$ cat config.mk
export PLATFORM = sky130hd
export DESIGN_NAME = adc_spi_responder_flat
export DESIGN_NICKNAME = d
export VERILOG_FILES = /design/src/rtl/adc_pkg.sv /design/src/rtl/adc_spi_responder_if.sv /design/src/rtl/sync_edge_det.sv /design/src/rtl/adc_spi_responder.sv /design/src/flat_wrapper.sv
export SDC_FILE = /design/constraint.sdc
export NUM_CORES = 1
export LEC_CHECK = 0
export CORE_MARGIN = 4
export CORE_UTILIZATION = 55
export CTS_BUF_LIST = sky130_fd_sc_hd__clkbuf_4 sky130_fd_sc_hd__clkbuf_8
export DETAILED_ROUTE_END_ITERATION = 8
export PLACE_DENSITY = 0.85
export SKIP_LAST_GASP = 1
export SLEW_MARGIN = 15
export SYNTH_ARGS = -nofsm -noshare
export SYNTH_HDL_FRONTEND = slang
export SYNTH_SLANG_ARGS = --single-unit
$ cat constraint.sdc
create_clock -name clk -period 6.9 [get_ports clk]
set_input_delay 1.725 -clock clk [delete_from_list [all_inputs] [get_ports clk]]
set_output_delay 1.725 -clock clk [all_outputs]
set_load 0.02 [all_outputs]
$ cat src/rtl/adc_pkg.sv
// Shared constants, control-word bit positions and FSM encoding for the ADC SPI responder.
package adc_pkg;

   localparam int FRAME_LEN = 16;
   localparam int HDR_W     = 4;
   localparam int DATA_W    = 8;
   localparam int ADDR_W    = 3;
   localparam int CNT_W     = 5;

   // Control-word bit positions; multi-bit fields are given as HI/LO pairs.
   typedef enum int unsigned {
      CTRL_CODING = 4,
      CTRL_RANGE  = 5,
      CTRL_SHADOW = 7,
      CTRL_PM_LO  = 8,
      CTRL_PM_HI  = 9,
      CTRL_ADD_LO = 10,
      CTRL_ADD_HI = 12,
      CTRL_SEQ    = 14,
      CTRL_WRITE  = 15
   } ctrl_bit_e;

   typedef enum logic [1:0] {
      ST_IDLE  = 2'd0,
      ST_SHIFT = 2'd1,
      ST_DONE  = 2'd2
   } state_e;

   // Out-frame layout: leading zero, echoed address, sample byte, zero tail.
   function automatic logic [FRAME_LEN-1:0] build_frame(input logic [ADDR_W-1:0] addr,
                                                        input logic [DATA_W-1:0] data);
      return {1'b0, addr, data, {(FRAME_LEN-HDR_W-DATA_W){1'b0}}};
   endfunction

endpackage

$ cat src/rtl/adc_spi_responder_if.sv
// SPI bus between an ADC initiator (master) and the emulated ADC (slave).
interface adc_spi_responder_if;
   logic adc_cs_n;
   logic adc_sclk;
   logic adc_din;
   logic adc_data_in;

   modport master (output adc_cs_n, output adc_sclk, output adc_din, input adc_data_in);
   modport slave  (input adc_cs_n, input adc_sclk, input adc_din, output adc_data_in);
endinterface

$ cat src/rtl/sync_edge_det.sv
// Multi-flop synchronizer for one asynchronous input, with single-cycle rise/fall pulses.
module sync_edge_det #(
   parameter int   STAGES  = 2,
   parameter logic RST_VAL = 1'b0
) (
   input  logic clk,
   input  logic rst,
   input  logic async_in,
   output logic sync_out,
   output logic rise,
   output logic fall
);

   logic [STAGES-1:0] sync_q, sync_d;
   logic              prev_q, prev_d;
   logic [STAGES:0]   prime_q, prime_d;

   // NOTE: every signal written in always_comb gets a default first, so no latch is inferred.
   always_comb begin
      sync_d  = STAGES'({sync_q, async_in});
      prev_d  = sync_q[STAGES-1];
      prime_d = {prime_q[STAGES-1:0], 1'b1};
   end

   // NOTE: sequential state is updated with non-blocking assignments only, so every flop
   // samples the pre-edge value of its neighbours regardless of statement order.
   always_ff @(posedge clk or posedge rst) begin
      if (rst) begin
         sync_q  <= {STAGES{RST_VAL}};
         prev_q  <= RST_VAL;
         prime_q <= '0;
      end else begin
         sync_q  <= sync_d;
         prev_q  <= prev_d;
         prime_q <= prime_d;
      end
   end

   // Edges are masked until the chain has refilled after reset, so a line already
   // away from its idle level at release does not look like a fresh edge.
   assign sync_out = sync_q[STAGES-1];
   assign rise     = prime_q[STAGES] &  sync_q[STAGES-1] & ~prev_q;
   assign fall     = prime_q[STAGES] & ~sync_q[STAGES-1] &  prev_q;

endmodule

$ cat src/rtl/adc_spi_responder.sv
// Emulated SPI ADC: returns a channel sample per 16-bit frame and captures the control word,
// with the one-frame address pipeline of the real converter.
module adc_spi_responder
   import adc_pkg::*;
#(
   parameter int CH_COUNT    = 8,
   parameter int SYNC_STAGES = 2
) (
   input  logic                       clk,
   input  logic                       rst,
   adc_spi_responder_if.slave         spi,
   input  logic [DATA_W*CH_COUNT-1:0] ch_values,
   output logic [FRAME_LEN-1:0]       ctrl_word,
   output logic                       frame_done,
   output logic                       frame_abort
);

   localparam logic [CNT_W-1:0] FULL_CNT = CNT_W'(FRAME_LEN);

   logic cs_sync_unused, cs_rise, cs_fall;
   logic sclk_sync_unused, sclk_rise, sclk_fall;
   logic din_sync, din_rise_unused, din_fall_unused;

   sync_edge_det #(.STAGES(SYNC_STAGES), .RST_VAL(1'b1)) u_cs_sync (
      .clk(clk), .rst(rst), .async_in(spi.adc_cs_n),
      .sync_out(cs_sync_unused), .rise(cs_rise), .fall(cs_fall)
   );

   sync_edge_det #(.STAGES(SYNC_STAGES), .RST_VAL(1'b0)) u_sclk_sync (
      .clk(clk), .rst(rst), .async_in(spi.adc_sclk),
      .sync_out(sclk_sync_unused), .rise(sclk_rise), .fall(sclk_fall)
   );

   sync_edge_det #(.STAGES(SYNC_STAGES), .RST_VAL(1'b0)) u_din_sync (
      .clk(clk), .rst(rst), .async_in(spi.adc_din),
      .sync_out(din_sync), .rise(din_rise_unused), .fall(din_fall_unused)
   );

   state_e               state_q, state_d;
   logic [FRAME_LEN-1:0] out_q, out_d;
   logic [FRAME_LEN-1:0] ctrl_sr_q, ctrl_sr_d;
   logic [CNT_W-1:0]     rise_cnt_q, rise_cnt_d;
   logic [FRAME_LEN-1:0] ctrl_word_q, ctrl_word_d;
   logic [ADDR_W-1:0]    cur_addr_q, cur_addr_d;
   logic [ADDR_W-1:0]    next_addr_q, next_addr_d;
   logic                 adc_data_in_q, adc_data_in_d;
   logic                 frame_done_q, frame_done_d;
   logic                 frame_abort_q, frame_abort_d;

   logic [DATA_W-1:0]    ch_byte;
   logic [FRAME_LEN-1:0] load_frame;

   // Addresses without a backing channel read as zero data.
   always_comb begin
      ch_byte = '0;
      for (int n = 0; n < CH_COUNT; n++) begin
         if (cur_addr_q == ADDR_W'(n)) ch_byte = ch_values[DATA_W*n +: DATA_W];
      end
      load_frame = build_frame(cur_addr_q, ch_byte);
   end

   always_comb begin
      state_d       = state_q;
      out_d         = out_q;
      ctrl_sr_d     = ctrl_sr_q;
      rise_cnt_d    = rise_cnt_q;
      ctrl_word_d   = ctrl_word_q;
      cur_addr_d    = cur_addr_q;
      next_addr_d   = next_addr_q;
      adc_data_in_d = adc_data_in_q;
      frame_done_d  = 1'b0;
      frame_abort_d = 1'b0;

      unique case (state_q)
         ST_IDLE: begin
            adc_data_in_d = 1'b0;
            if (cs_fall) begin
               out_d         = load_frame;
               adc_data_in_d = load_frame[FRAME_LEN-1];
               ctrl_sr_d     = '0;
               rise_cnt_d    = '0;
               state_d       = ST_SHIFT;
            end
         end

         ST_SHIFT: begin
            if (cs_rise) begin
               adc_data_in_d = 1'b0;
               if (rise_cnt_q == FULL_CNT) begin
                  state_d = ST_DONE;
               end else begin
                  frame_abort_d = 1'b1;
                  state_d       = ST_IDLE;
               end
            end else begin
               if (sclk_rise && rise_cnt_q != FULL_CNT) begin
                  ctrl_sr_d  = {ctrl_sr_q[FRAME_LEN-2:0], din_sync};
                  rise_cnt_d = rise_cnt_q + 1'b1;
               end
               // The falling edge after rise k presents frame bit 15-k to the initiator.
               if (sclk_fall) begin
                  if (rise_cnt_q == FULL_CNT) begin
                     adc_data_in_d = 1'b0;
                  end else if (rise_cnt_q != '0) begin
                     out_d         = out_q << 1;
                     adc_data_in_d = out_q[FRAME_LEN-2];
                  end
               end
            end
         end

         ST_DONE: begin
            cur_addr_d = next_addr_q;
            if (ctrl_sr_q[CTRL_WRITE]) begin
               ctrl_word_d = ctrl_sr_q;
               next_addr_d = ctrl_sr_q[CTRL_ADD_HI:CTRL_ADD_LO];
            end
            adc_data_in_d = 1'b0;
            frame_done_d  = 1'b1;
            state_d       = ST_IDLE;
         end

         default: state_d = ST_IDLE;
      endcase
   end

   always_ff @(posedge clk or posedge rst) begin
      if (rst) begin
         state_q       <= ST_IDLE;
         out_q         <= '0;
         ctrl_sr_q     <= '0;
         rise_cnt_q    <= '0;
         ctrl_word_q   <= '0;
         cur_addr_q    <= '0;
         next_addr_q   <= '0;
         adc_data_in_q <= 1'b0;
         frame_done_q  <= 1'b0;
         frame_abort_q <= 1'b0;
      end else begin
         state_q       <= state_d;
         out_q         <= out_d;
         ctrl_sr_q     <= ctrl_sr_d;
         rise_cnt_q    <= rise_cnt_d;
         ctrl_word_q   <= ctrl_word_d;
         cur_addr_q    <= cur_addr_d;
         next_addr_q   <= next_addr_d;
         adc_data_in_q <= adc_data_in_d;
         frame_done_q  <= frame_done_d;
         frame_abort_q <= frame_abort_d;
      end
   end

   assign spi.adc_data_in = adc_data_in_q;
   assign ctrl_word       = ctrl_word_q;
   assign frame_done      = frame_done_q;
   assign frame_abort     = frame_abort_q;

endmodule

$ cat src/flat_wrapper.sv
// flat-port wrapper written by rule: the top's interface ports become plain ports
module adc_spi_responder_flat import adc_pkg::*;
#(
   parameter int CH_COUNT    = 8,
   parameter int SYNC_STAGES = 2
)
  (clk, rst, ch_values, ctrl_word, frame_done, frame_abort, spi_adc_cs_n, spi_adc_sclk, spi_adc_din, spi_adc_data_in);
  adc_spi_responder_if spi_i ();
  input  logic clk;
  input  logic rst;
  input  logic [DATA_W*CH_COUNT-1:0] ch_values;
  output logic [FRAME_LEN-1:0] ctrl_word;
  output logic frame_done;
  output logic frame_abort;
  input wire logic [$bits(spi_i.adc_cs_n)-1:0] spi_adc_cs_n;
  input wire logic [$bits(spi_i.adc_sclk)-1:0] spi_adc_sclk;
  input wire logic [$bits(spi_i.adc_din)-1:0] spi_adc_din;
  output wire logic [$bits(spi_i.adc_data_in)-1:0] spi_adc_data_in;
  assign spi_i.adc_cs_n = spi_adc_cs_n;
  assign spi_i.adc_sclk = spi_adc_sclk;
  assign spi_i.adc_din = spi_adc_din;
  assign spi_adc_data_in = spi_i.adc_data_in;
  adc_spi_responder #(.CH_COUNT(CH_COUNT), .SYNC_STAGES(SYNC_STAGES)) u_core (.clk(clk), .rst(rst), .spi(spi_i), .ch_values(ch_values), .ctrl_word(ctrl_word), .frame_done(frame_done), .frame_abort(frame_abort));
endmodule
==> impl_metrics.env, run 1 <==
export IMPL_p_switching_mw=0.2609
export IMPL_p_seq_share_pct=44.4
export IMPL_end_kind="primary output"
export IMPL_postRouteWirelength_mm=8.112
export IMPL_finalCriticalPeriod_ns=3.064
export IMPL_drive_gt1_share_pct=14.71
export IMPL_mostFrequentLayoutCells="87 x clkdlybuf4s50_1, 64 x dfrtp_1, 44 x nand2_1, 31 x mux2i_1, 24 x mux2_2"
export IMPL_crit_path_end="ctrl_word[10]"
export IMPL_comb_power_share_pct=17.9
export IMPL_clock_power_share_pct=37.6
export IMPL_crit_cells=1
export IMPL_num_vias=2702
export IMPL_r2r_setup_slack_ns=4.23
export IMPL_crit_buf_inv=1
export IMPL_hold_class="flip-flop to flip-flop"
export IMPL_fp_dieH_um=87.23
export IMPL_post_cts_buffers=0
export IMPL_cts_buffer_depth=2
export IMPL_synth_area_mm2=0.003452
export IMPL_tightest_slew_ns=0.8282
export IMPL_period_share_pct=44.41
export IMPL_synth_ff_type="dfrtp_1"
export IMPL_root_buffer="clkbuf_8"
export IMPL_track_usage_pct=21.76
export IMPL_setup_viol=0
export IMPL_arrival_ns=1.34
export IMPL_yosysSeqAreaShare_pct=48.68
export IMPL_cts_resized=0
export IMPL_overflow=0
export IMPL_port_buffer_count=87
export IMPL_cts_sinks=67
export IMPL_drtPass1Iterations=4
export IMPL_crit_chain="clkdlybuf4s50_1"
export IMPL_clk_pin_slew_ns=0.07
export IMPL_core_mm2=0.005991
export IMPL_dieArea_mm2=0.007608
export IMPL_required_ns=5.18
export IMPL_clock_latency_ns=0.34
export IMPL_p_int_mw=0.8197
export IMPL_synth_ff_latch_count=67
export IMPL_area_growth_pct=32.44
export IMPL_layout_commonest_cell="clkdlybuf4s50_1"
export IMPL_rsz0062_at_grt="false"
export IMPL_grt_pass1_vias=2646
export IMPL_hold_viol=0
export IMPL_grt_max_degree=68
export IMPL_syn_area_per_cell_um2=10.92
export IMPL_crit_start="u_core.next_addr_q[0]"
export IMPL_postRouteAntennaNets=0
export IMPL_antenna_found_initial=0
export IMPL_num_rows=28
export IMPL_p_sw_share_pct=24.14
export IMPL_critical_path_top_delay_family="buffers and inverters"
export IMPL_synth_cell_types=46
export IMPL_dp_hpwl_mm=5.660
export IMPL_ir_drop_mv=0.1833
export IMPL_setup_worst_path_class="flip-flop to primary output"
export IMPL_cts_max_level=3
export IMPL_synthTopCellsByArea="dfrtp_1 46%, mux2i_1 9.0%, mux2_2 7.8%"
export IMPL_drt_iter0_markers=128
export IMPL_wl_per_cell_um=17.04
export IMPL_die_x_um=87.23
export IMPL_gp_congestion=0.8300
export IMPL_fmax_mhz=326.3
export IMPL_ios=88
export IMPL_critPathSlowestCell="clkdlybuf4s50_1"
export IMPL_fin_nets=467
export IMPL_antennaDiodeCount=0
export IMPL_drv_slew=0
export IMPL_drc_errors=0
export IMPL_yosys_warnings=0
export IMPL_r2r_end="u_core.out_q[12]"
export IMPL_skew_ns=0.006902
export IMPL_cpPeakStageDelay_ns=0.63
export IMPL_synth_nets=387
export IMPL_setup_ws_ns=3.836
export IMPL_start_kind="flip-flop"
export IMPL_async_reset_ff_share_pct=100.0
export IMPL_p_leak_nw=1.996
export IMPL_numCtsBuffers=9
export IMPL_slew_headroom_pct=44.68
export IMPL_viasPerCell=5.676
export IMPL_powerDensity_mw_per_mm2=236.4
export IMPL_preCtsSetupSlack_ns=3.859
export IMPL_yosysTopAreaCell="dfrtp_1"
export IMPL_grt_pass1_wl_mm=12.75
export IMPL_drv_cap=0
export IMPL_status="completed"
export IMPL_setup_tns_ns=0
export IMPL_synth_top_area_share_pct=46.39
export IMPL_r2r_cells=4
export IMPL_synth_edff_count=0
export IMPL_critPathMaxFanout=3
export IMPL_fillers=410
export IMPL_syn_inst=316
export IMPL_r2r_start="u_core.state_q[0]"
export IMPL_tritoncts="built"
export IMPL_start_util_pct=57.62
export IMPL_ctsHoldBuffers=0
[sequential cells by signal, summed over array words and instances (netlist names)]
signal	cells
u_core.ctrl_sr_q	16
u_core.ctrl_word	14
u_core.out_q	11
u_core.rise_cnt_q	5
u_core.cur_addr_q	3
u_core.u_cs_sync.prime_q	3
u_core.next_addr_q	2
u_core.state_q	2
u_core.u_cs_sync.sync_q	2
u_core.u_din_sync.sync_q	2
u_core.u_sclk_sync.sync_q	2
u_core.frame_abort	1
u_core.frame_done	1
u_core.spi.adc_data_in	1
u_core.u_cs_sync.prev_q	1
u_core.u_sclk_sync.prev_q	1
[power by group through the flow]
stage / registers [mW] / logic, mW / clock network (mW)
floorplan: 0.475 / 0.132 / 0
detailed placement: 0.487 / 0.193 / 0
CTS: 0.480 / 0.197 / 0.416
finish: 0.480 / 0.193 / 0.407
global route: 0.486 / 0.214 / 0.434
global placement: 0.484 / 0.185 / 0
[area by class of cell]
cell class	instances	area, um2	area share [%]
clock inverter	4	95.09	2.080
multi-input combinational	212	1588	34.73
inverter	17	63.81	1.396
clock buffer	12	165.2	3.612
sequential	67	1680	36.75
timing repair buffer	89	885.9	19.38
tap	75	93.84	2.053
[metal layers]
metal | part of all wire, % | track usage (%)
met5 | 0 | 0
met4 | 2.5 | 10.74
met3 | 8.3 | 4.730
met2 | 47 | 35.89
met1 | 43 | 27.05
[synth_stat cells, types with 7 or more instances]
| master | number |
|---|---|
| o211ai_1 | 7 |
| mux2_2 | 24 |
| clkbuf_1 | 9 |
| a22oi_1 | 8 |
| o21ai_0 | 10 |
| dfrtp_1 | 64 |
| nand2_1 | 44 |
| nor2_1 | 7 |
| a21oi_1 | 9 |
| nor2b_1 | 9 |
| mux2i_1 | 31 |
| inv_1 | 17 |
| nand2b_1 | 8 |
[metrics by stage]
step	utilization [%]	hold WS, ns	instance area [um2]	cells	power [mW]
3_5_place_dp	71.97	0.3364	4312	460	0.6797
3_3_place_gp	71.97	0.3326	4312	460	0.6690
2_1_floorplan	-	0.3312	3452	316	0.6067
5_1_grt	76.32	0.3593	4572	476	1.134
6_report	76.32	0.3536	4572	476	1.081
4_1_cts	76.32	0.3518	4572	476	1.092
[how the worst min path moves through the flow]
stage                                           start                           to  slack (ns)  depth (start not counted)
final                     u_core.u_din_sync.sync_q[0]  u_core.u_din_sync.sync_q[1]        0.35                          0
after CTS                 u_core.u_cs_sync.prime_q[1]  u_core.u_cs_sync.prime_q[2]        0.35                          0
after detailed placement  u_core.u_cs_sync.prime_q[1]  u_core.u_cs_sync.prime_q[2]        0.34                          0
after global routing       u_core.u_cs_sync.sync_q[0]   u_core.u_cs_sync.sync_q[1]        0.36                          0
after floorplan           u_core.u_cs_sync.prime_q[0]  u_core.u_cs_sync.prime_q[1]        0.33                          0
after global placement    u_core.u_cs_sync.prime_q[0]  u_core.u_cs_sync.prime_q[1]        0.33                          0
[cell families after synthesis]
| logic type | Yosys count | share of synthesized area (%) |
|---|---|---|
| multiplexers | 57 | 17.69 |
| adder cells (fa/ha/maj) | 2 | 0.7248 |
| flip-flops | 67 | 48.68 |
| other | 1 | 0.1086 |
| AO/OA/AOI/OAI | 68 | 15.30 |
| AND/OR/NAND/NOR | 84 | 12.18 |
| buffers and inverters | 37 | 5.328 |
(Power assumes the default switching activity.)
==> run 2: changes to the inputs <==
--- a/config.mk
+++ b/config.mk
@@ -6,10 +6,10 @@
 export NUM_CORES = 1
 export LEC_CHECK = 0
 export CORE_MARGIN = 4
-export CORE_UTILIZATION = 55
+export CORE_UTILIZATION = 46
 export CTS_BUF_LIST = sky130_fd_sc_hd__clkbuf_4 sky130_fd_sc_hd__clkbuf_8
 export DETAILED_ROUTE_END_ITERATION = 8
-export PLACE_DENSITY = 0.85
+export PLACE_DENSITY = 0.76
 export SKIP_LAST_GASP = 1
 export SLEW_MARGIN = 15
 export SYNTH_ARGS = -nofsm -noshare
==> constraint.sdc (replaced) <==
create_clock -name clk -period 2.7 [get_ports clk]
set_input_delay 0.675 -clock clk [delete_from_list [all_inputs] [get_ports clk]]
set_output_delay 0.675 -clock clk [all_outputs]
set_load 0.02 [all_outputs]
==> run 2 against run 1 <==
Effect of this change:
- clock skew up 0.0046 ns
- routed wire length down 0.80%
- non-clock buffer count up 7
- sequential power rose to 2.6 times the previous value
- global-route usage down 3.5 points
- register-to-register slack worse by 3.7 ns
- critical path type is now flip-flop to flip-flop
- largest power group unchanged
==> impl_metrics.env, run 2 (synthesized netlist as in run 1, its figures left out) <==
export IMPL_dieArea_mm2=0.008955
export IMPL_fin_nets=474
export IMPL_regMostFlops="u_core.ctrl_sr_q"
export IMPL_ios=88
export IMPL_p_leak_nw=1.989
export IMPL_slew_headroom_pct=52.07
export IMPL_seqCellArea_mm2=0.001680
export IMPL_status="completed"
export IMPL_r2r_start="u_core.rise_cnt_q[0]"
export IMPL_drt_iter0_markers=117
export IMPL_setup_viol=0
export IMPL_stdcell_count=507
export IMPL_numCtsBuffers=9
export IMPL_postRouteWirelength_mm=8.047
export IMPL_largest_reg_flops=16
export IMPL_end_kind="flip-flop"
export IMPL_crit_start="u_core.rise_cnt_q[0]"
export IMPL_grt_pass1_wl_mm=12.83
export IMPL_mostFrequentLayoutCells="87 x clkdlybuf4s50_1, 64 x dfrtp_1, 44 x nand2_1, 31 x mux2i_1, 24 x mux2_2"
export IMPL_arrival_ns=2.41
export IMPL_drv_cap=0
export IMPL_antenna_found_initial=0
export IMPL_multi_input_area_mm2=0.001588
export IMPL_cts_buffer_depth=2
export IMPL_fp_dieH_um=94.63
export IMPL_start_util_pct=47.34
export IMPL_clock_latency_ns=0.34
export IMPL_wl_per_cell_um=15.87
export IMPL_ctsHoldBuffers=0
export IMPL_dp_hpwl_mm=5.962
export IMPL_track_usage_pct=18.29
export IMPL_place_area_mm2=0.004407
export IMPL_place_inst=491
export IMPL_fillers=629
export IMPL_drv_slew=0
export IMPL_tritoncts="built"
export IMPL_r2r_setup_slack_ns=0.51
export IMPL_antennaDiodeCount=0
export IMPL_port_buffer_count=87
export IMPL_drc_errors=0
export IMPL_post_cts_buffers=0
export IMPL_cts_max_level=3
export IMPL_layout_commonest_cell="clkdlybuf4s50_1"
export IMPL_r2r_end="u_core.out_q[13]"
export IMPL_fmax_mhz=456.2
export IMPL_start_kind="flip-flop"
export IMPL_rsz0062_at_grt="false"
export IMPL_setup_tns_ns=0
export IMPL_powerDensity_mw_per_mm2=530.7
export IMPL_finalCriticalPeriod_ns=2.192
export IMPL_setup_worst_path_class="flip-flop to flip-flop"
export IMPL_grt_max_degree=46
export IMPL_ir_drop_mv=0.4482
export IMPL_area_growth_pct=32.55
export IMPL_drtPass1Iterations=5
export IMPL_critPathMaxFanout=11
export IMPL_num_vias=2724
export IMPL_design_area_mm2=0.004576
export IMPL_core_mm2=0.007292
export IMPL_crit_path_end="u_core.out_q[13]"
export IMPL_hold_class="flip-flop to flip-flop"
export IMPL_root_buffer="clkbuf_8"
export IMPL_period_share_pct=81.19
export IMPL_cts_resized=0
export IMPL_required_ns=2.92
export IMPL_skew_ns=0.01152
export IMPL_viasPerCell=5.373
export IMPL_cts_sinks=67
export IMPL_grt_pass1_vias=2795
export IMPL_postRouteAntennaNets=0
export IMPL_drive_gt1_share_pct=16.18
export IMPL_num_rows=31
export IMPL_r2r_cells=6
export IMPL_overflow=0
export IMPL_gp_congestion=0.8671
export IMPL_die_x_um=94.63
export IMPL_hold_viol=0
export IMPL_tightest_slew_ns=0.7171
export IMPL_clk_pin_slew_ns=0.07
run 2: cell count changes in the layout (fill, tap and decap cells not counted):
cell / delta
clkinv_2: +2
buf_4: +6
clkinvlp_4: +2
buf_12: +1
bufinv_16: -3
clkbuf_4: +2
clkbuf_8: -3
run 2: worst min-delay path by stage:
stage                     cells past startpoint                            to  slack (ns)                         start
final                                         0  u_core.u_sclk_sync.sync_q[1]        0.35  u_core.u_sclk_sync.sync_q[0]
after global routing                          0    u_core.u_cs_sync.sync_q[1]        0.36    u_core.u_cs_sync.sync_q[0]
after CTS                                     0   u_core.u_cs_sync.prime_q[2]        0.35   u_core.u_cs_sync.prime_q[1]
after detailed placement                      0   u_core.u_cs_sync.prime_q[2]        0.34   u_core.u_cs_sync.prime_q[1]
after global placement                        0   u_core.u_cs_sync.prime_q[1]        0.33   u_core.u_cs_sync.prime_q[0]
after floorplan                               0   u_core.u_cs_sync.prime_q[1]        0.33   u_core.u_cs_sync.prime_q[0]
run 2: final cells by class:
class / count / share of cell area, %
sequential: 67 / 36.72
clock buffer: 11 / 3.035
tap: 99 / 2.707
clock inverter: 5 / 0.6563
inverter: 17 / 1.395
multi-input combinational: 212 / 34.70
timing repair buffer: 96 / 20.78
run 2: where the power goes:
part | switching, mW | internal [mW]
registers | 0.0943 | 1.13
clock network | 0.359 | 0.348
logic | 0.212 | 0.280
total | 0.666 | 1.76
run 2: critical path: stages (launching register included):
cell      delay (ns)
dfrtp_1         0.42
inv_1           0.07
ha_1            0.13
nor3b_2         0.26
nand2b_1        0.31
o21a_1          0.50
mux2_2          0.39
run 2: routing by layer:
metal / track usage [%] / up-vias / share of wire [%]
li1: - / 1296 / -
met1: 22.64 / 1287 / 43
met2: 29.01 / 123 / 44
met3: 6.135 / 18 / 10
met4: 8.173 / 0 / 1.9
met5: 0 / - / 0
run 2: stage by stage:
step	power [mW]	util, %	worst slack [ns]	hold WS, ns
3_3_place_gp	1.727	60.43	0.6053	0.3335
2_1_floorplan	1.550	-	0.3468	0.3312
6_report	2.428	62.75	0.5078	0.3515
4_1_cts	2.454	62.75	0.5115	0.3526
5_1_grt	2.576	62.75	0.3478	0.3627
3_5_place_dp	1.742	60.43	0.5193	0.3371
==> run 3: changes to the inputs <==
--- a/config.mk
+++ b/config.mk
@@ -6,10 +6,10 @@
 export NUM_CORES = 1
 export LEC_CHECK = 0
 export CORE_MARGIN = 4
-export CORE_UTILIZATION = 46
+export CORE_UTILIZATION = 51
 export CTS_BUF_LIST = sky130_fd_sc_hd__clkbuf_4 sky130_fd_sc_hd__clkbuf_8
 export DETAILED_ROUTE_END_ITERATION = 8
-export PLACE_DENSITY = 0.76
+export PLACE_DENSITY = 0.8
 export SKIP_LAST_GASP = 1
 export SLEW_MARGIN = 15
 export SYNTH_ARGS = -nofsm -noshare
==> constraint.sdc (replaced) <==
create_clock -name clk -period 2.2 [get_ports clk]
set_input_delay 0.55 -clock clk [delete_from_list [all_inputs] [get_ports clk]]
set_output_delay 0.55 -clock clk [all_outputs]
set_load 0.02 [all_outputs]
==> run 3 against run 2 <==
Effect of this change:
- largest cell class unchanged
- critical path depth increased by 1
- via count is 0.26% lower
- worst hold slack better by 0.0047 ns
- count of clock-buffer cells in the layout down 1
==> impl_metrics.env, run 3 (synthesized netlist as in run 1, its figures left out) <==
export IMPL_critPathSlowestCell="dfrtp_1"
export IMPL_drt_iter0_markers=158
export IMPL_grt_pass1_vias=2762
export IMPL_fin_nets=480
export IMPL_fp_dieH_um=90.27
export IMPL_setup_tns_ns=0
export IMPL_viasPerCell=5.534
export IMPL_postRouteWirelength_mm=8.087
export IMPL_slew_headroom_pct=54.41
export IMPL_drv_slew=0
export IMPL_numCtsBuffers=9
export IMPL_num_vias=2717
export IMPL_setup_worst_path_class="flip-flop to flip-flop"
export IMPL_cpPeakStageDelay_ns=0.41
export IMPL_drive_gt1_share_pct=17.39
export IMPL_ir_drop_mv=0.5188
export IMPL_mostFrequentLayoutCells="87 x clkdlybuf4s50_1, 64 x dfrtp_1, 44 x nand2_1, 31 x mux2i_1, 24 x mux2_2"
export IMPL_tightest_slew_ns=0.6839
export IMPL_crit_chain="inv_1 -> ha_1 -> nor3b_2 -> nand2b_1 -> o21a_1 -> buf_4 -> o311a_1"
export IMPL_critPathMaxFanout=8
export IMPL_drtPass1Iterations=4
export IMPL_finalCriticalPeriod_ns=2.010
export IMPL_rsz0062_at_grt="false"
export IMPL_critical_path_top_delay_family="compound AO/OA/AOI/OAI gates"
export IMPL_grt_pass1_wl_mm=13.63
export IMPL_regMostFlops="u_core.ctrl_sr_q"
export IMPL_root_buffer="clkbuf_8"
export IMPL_required_ns=2.43
export IMPL_skew_ns=0.006671
export IMPL_dp_hpwl_mm=5.819
export IMPL_postRouteAntennaNets=0
export IMPL_arrival_ns=2.24
export IMPL_wl_per_cell_um=16.47
export IMPL_r2r_cells=7
export IMPL_place_area_mm2=0.004428
export IMPL_cts_buffer_depth=2
export IMPL_dieArea_mm2=0.008149
export IMPL_antennaDiodeCount=0
export IMPL_layout_commonest_cell="clkdlybuf4s50_1"
export IMPL_track_usage_pct=20.66
export IMPL_r2r_end="u_core.out_q[9]"
export IMPL_die_x_um=90.27
export IMPL_antenna_found_initial=0
export IMPL_cts_sinks=67
export IMPL_start_kind="flip-flop"
export IMPL_post_cts_buffers=0
export IMPL_fmax_mhz=497.5
export IMPL_crit_buf_inv=2
export IMPL_status="completed"
export IMPL_crit_path_end="u_core.out_q[9]"
export IMPL_num_rows=29
export IMPL_crit_cells=7
export IMPL_overflow=0
export IMPL_largest_reg_flops=16
export IMPL_hold_class="flip-flop to flip-flop"
export IMPL_cts_max_level=3
export IMPL_design_area_mm2=0.004649
export IMPL_start_util_pct=53.45
export IMPL_fillers=463
export IMPL_core_mm2=0.006459
export IMPL_area_growth_pct=34.69
export IMPL_powerDensity_mw_per_mm2=695.8
export IMPL_ctsHoldBuffers=0
export IMPL_p_leak_nw=2.023
export IMPL_end_kind="flip-flop"
export IMPL_setup_viol=0
export IMPL_drc_errors=0
export IMPL_clock_latency_ns=0.34
export IMPL_hold_viol=0
export IMPL_drv_cap=0
export IMPL_min_path_cells=0
export IMPL_r2r_setup_slack_ns=0.19
export IMPL_cts_resized=0
export IMPL_clk_pin_slew_ns=0.07
export IMPL_r2r_start="u_core.rise_cnt_q[0]"
export IMPL_ios=88
export IMPL_crit_start="u_core.rise_cnt_q[0]"
export IMPL_tritoncts="built"
export IMPL_gp_congestion=0.8591
export IMPL_port_buffer_count=87
export IMPL_grt_max_degree=33
export IMPL_period_share_pct=91.37
==> run 3: changes by cell type in the layout (fill, tap and decap cells not counted) <==
cell and delta:
inv_2 -1, clkinvlp_4 +3, bufinv_16 +2, buf_4 +6
clkbuf_4 -1, clkinv_2 -3
==> run 3: per-stage QoR <==
step / worst slack, ns / power [mW] / utilization, % / hold WS [ns] / instances
floorplan: 0.4193 / 1.903 / - / 0.3312 / 316
global placement: 0.2421 / 2.123 / 68.56 / 0.3315 / 475
detailed placement: 0.1894 / 2.147 / 68.56 / 0.3393 / 475
CTS: 0.1814 / 3.271 / 71.99 / 0.3573 / 491
global route: 0.03899 / 3.410 / 71.99 / 0.3702 / 491
finish: 0.1898 / 3.235 / 71.99 / 0.3562 / 491
==> run 3: power by group <==
part	switching [mW]	internal, mW	total [mW]
logic	0.279	0.352	0.630
clock network	0.461	0.650	1.11
registers	0.103	1.39	1.49
==> run 3: metal layers <==
metal	global-route usage (%)	part of all wire (%)
met5	0	0
met3	6.583	6.9
met2	30.43	45
met1	28.54	48
met4	7.781	0.88
==> run 3: final cells by class <==
| type | instances | area [um2] | share of cell area [%] |
|---|---|---|---|
| well taps | 77 | 96.34 | 2.072 |
| multi-input cells | 212 | 1588 | 34.15 |
| repair buffers | 102 | 996.0 | 21.42 |
| clock buffers | 10 | 131.4 | 2.826 |
| inverters | 17 | 67.56 | 1.453 |
| clock inverters | 6 | 90.09 | 1.938 |
| flip-flops and latches | 67 | 1680 | 36.14 |
==> run 3: worst min path at each step <==
stage	start	endpoint	slack, ns
floorplan	u_core.u_cs_sync.prime_q[0]	u_core.u_cs_sync.prime_q[1]	0.33
global placement	u_core.u_cs_sync.prime_q[1]	u_core.u_cs_sync.prime_q[2]	0.33
detailed placement	u_core.u_cs_sync.prime_q[1]	u_core.u_cs_sync.prime_q[2]	0.34
CTS	u_core.u_cs_sync.sync_q[0]	u_core.u_cs_sync.sync_q[1]	0.36
global route	u_core.u_din_sync.sync_q[0]	u_core.u_din_sync.sync_q[1]	0.37
finish	u_core.u_cs_sync.sync_q[0]	u_core.u_cs_sync.sync_q[1]	0.36
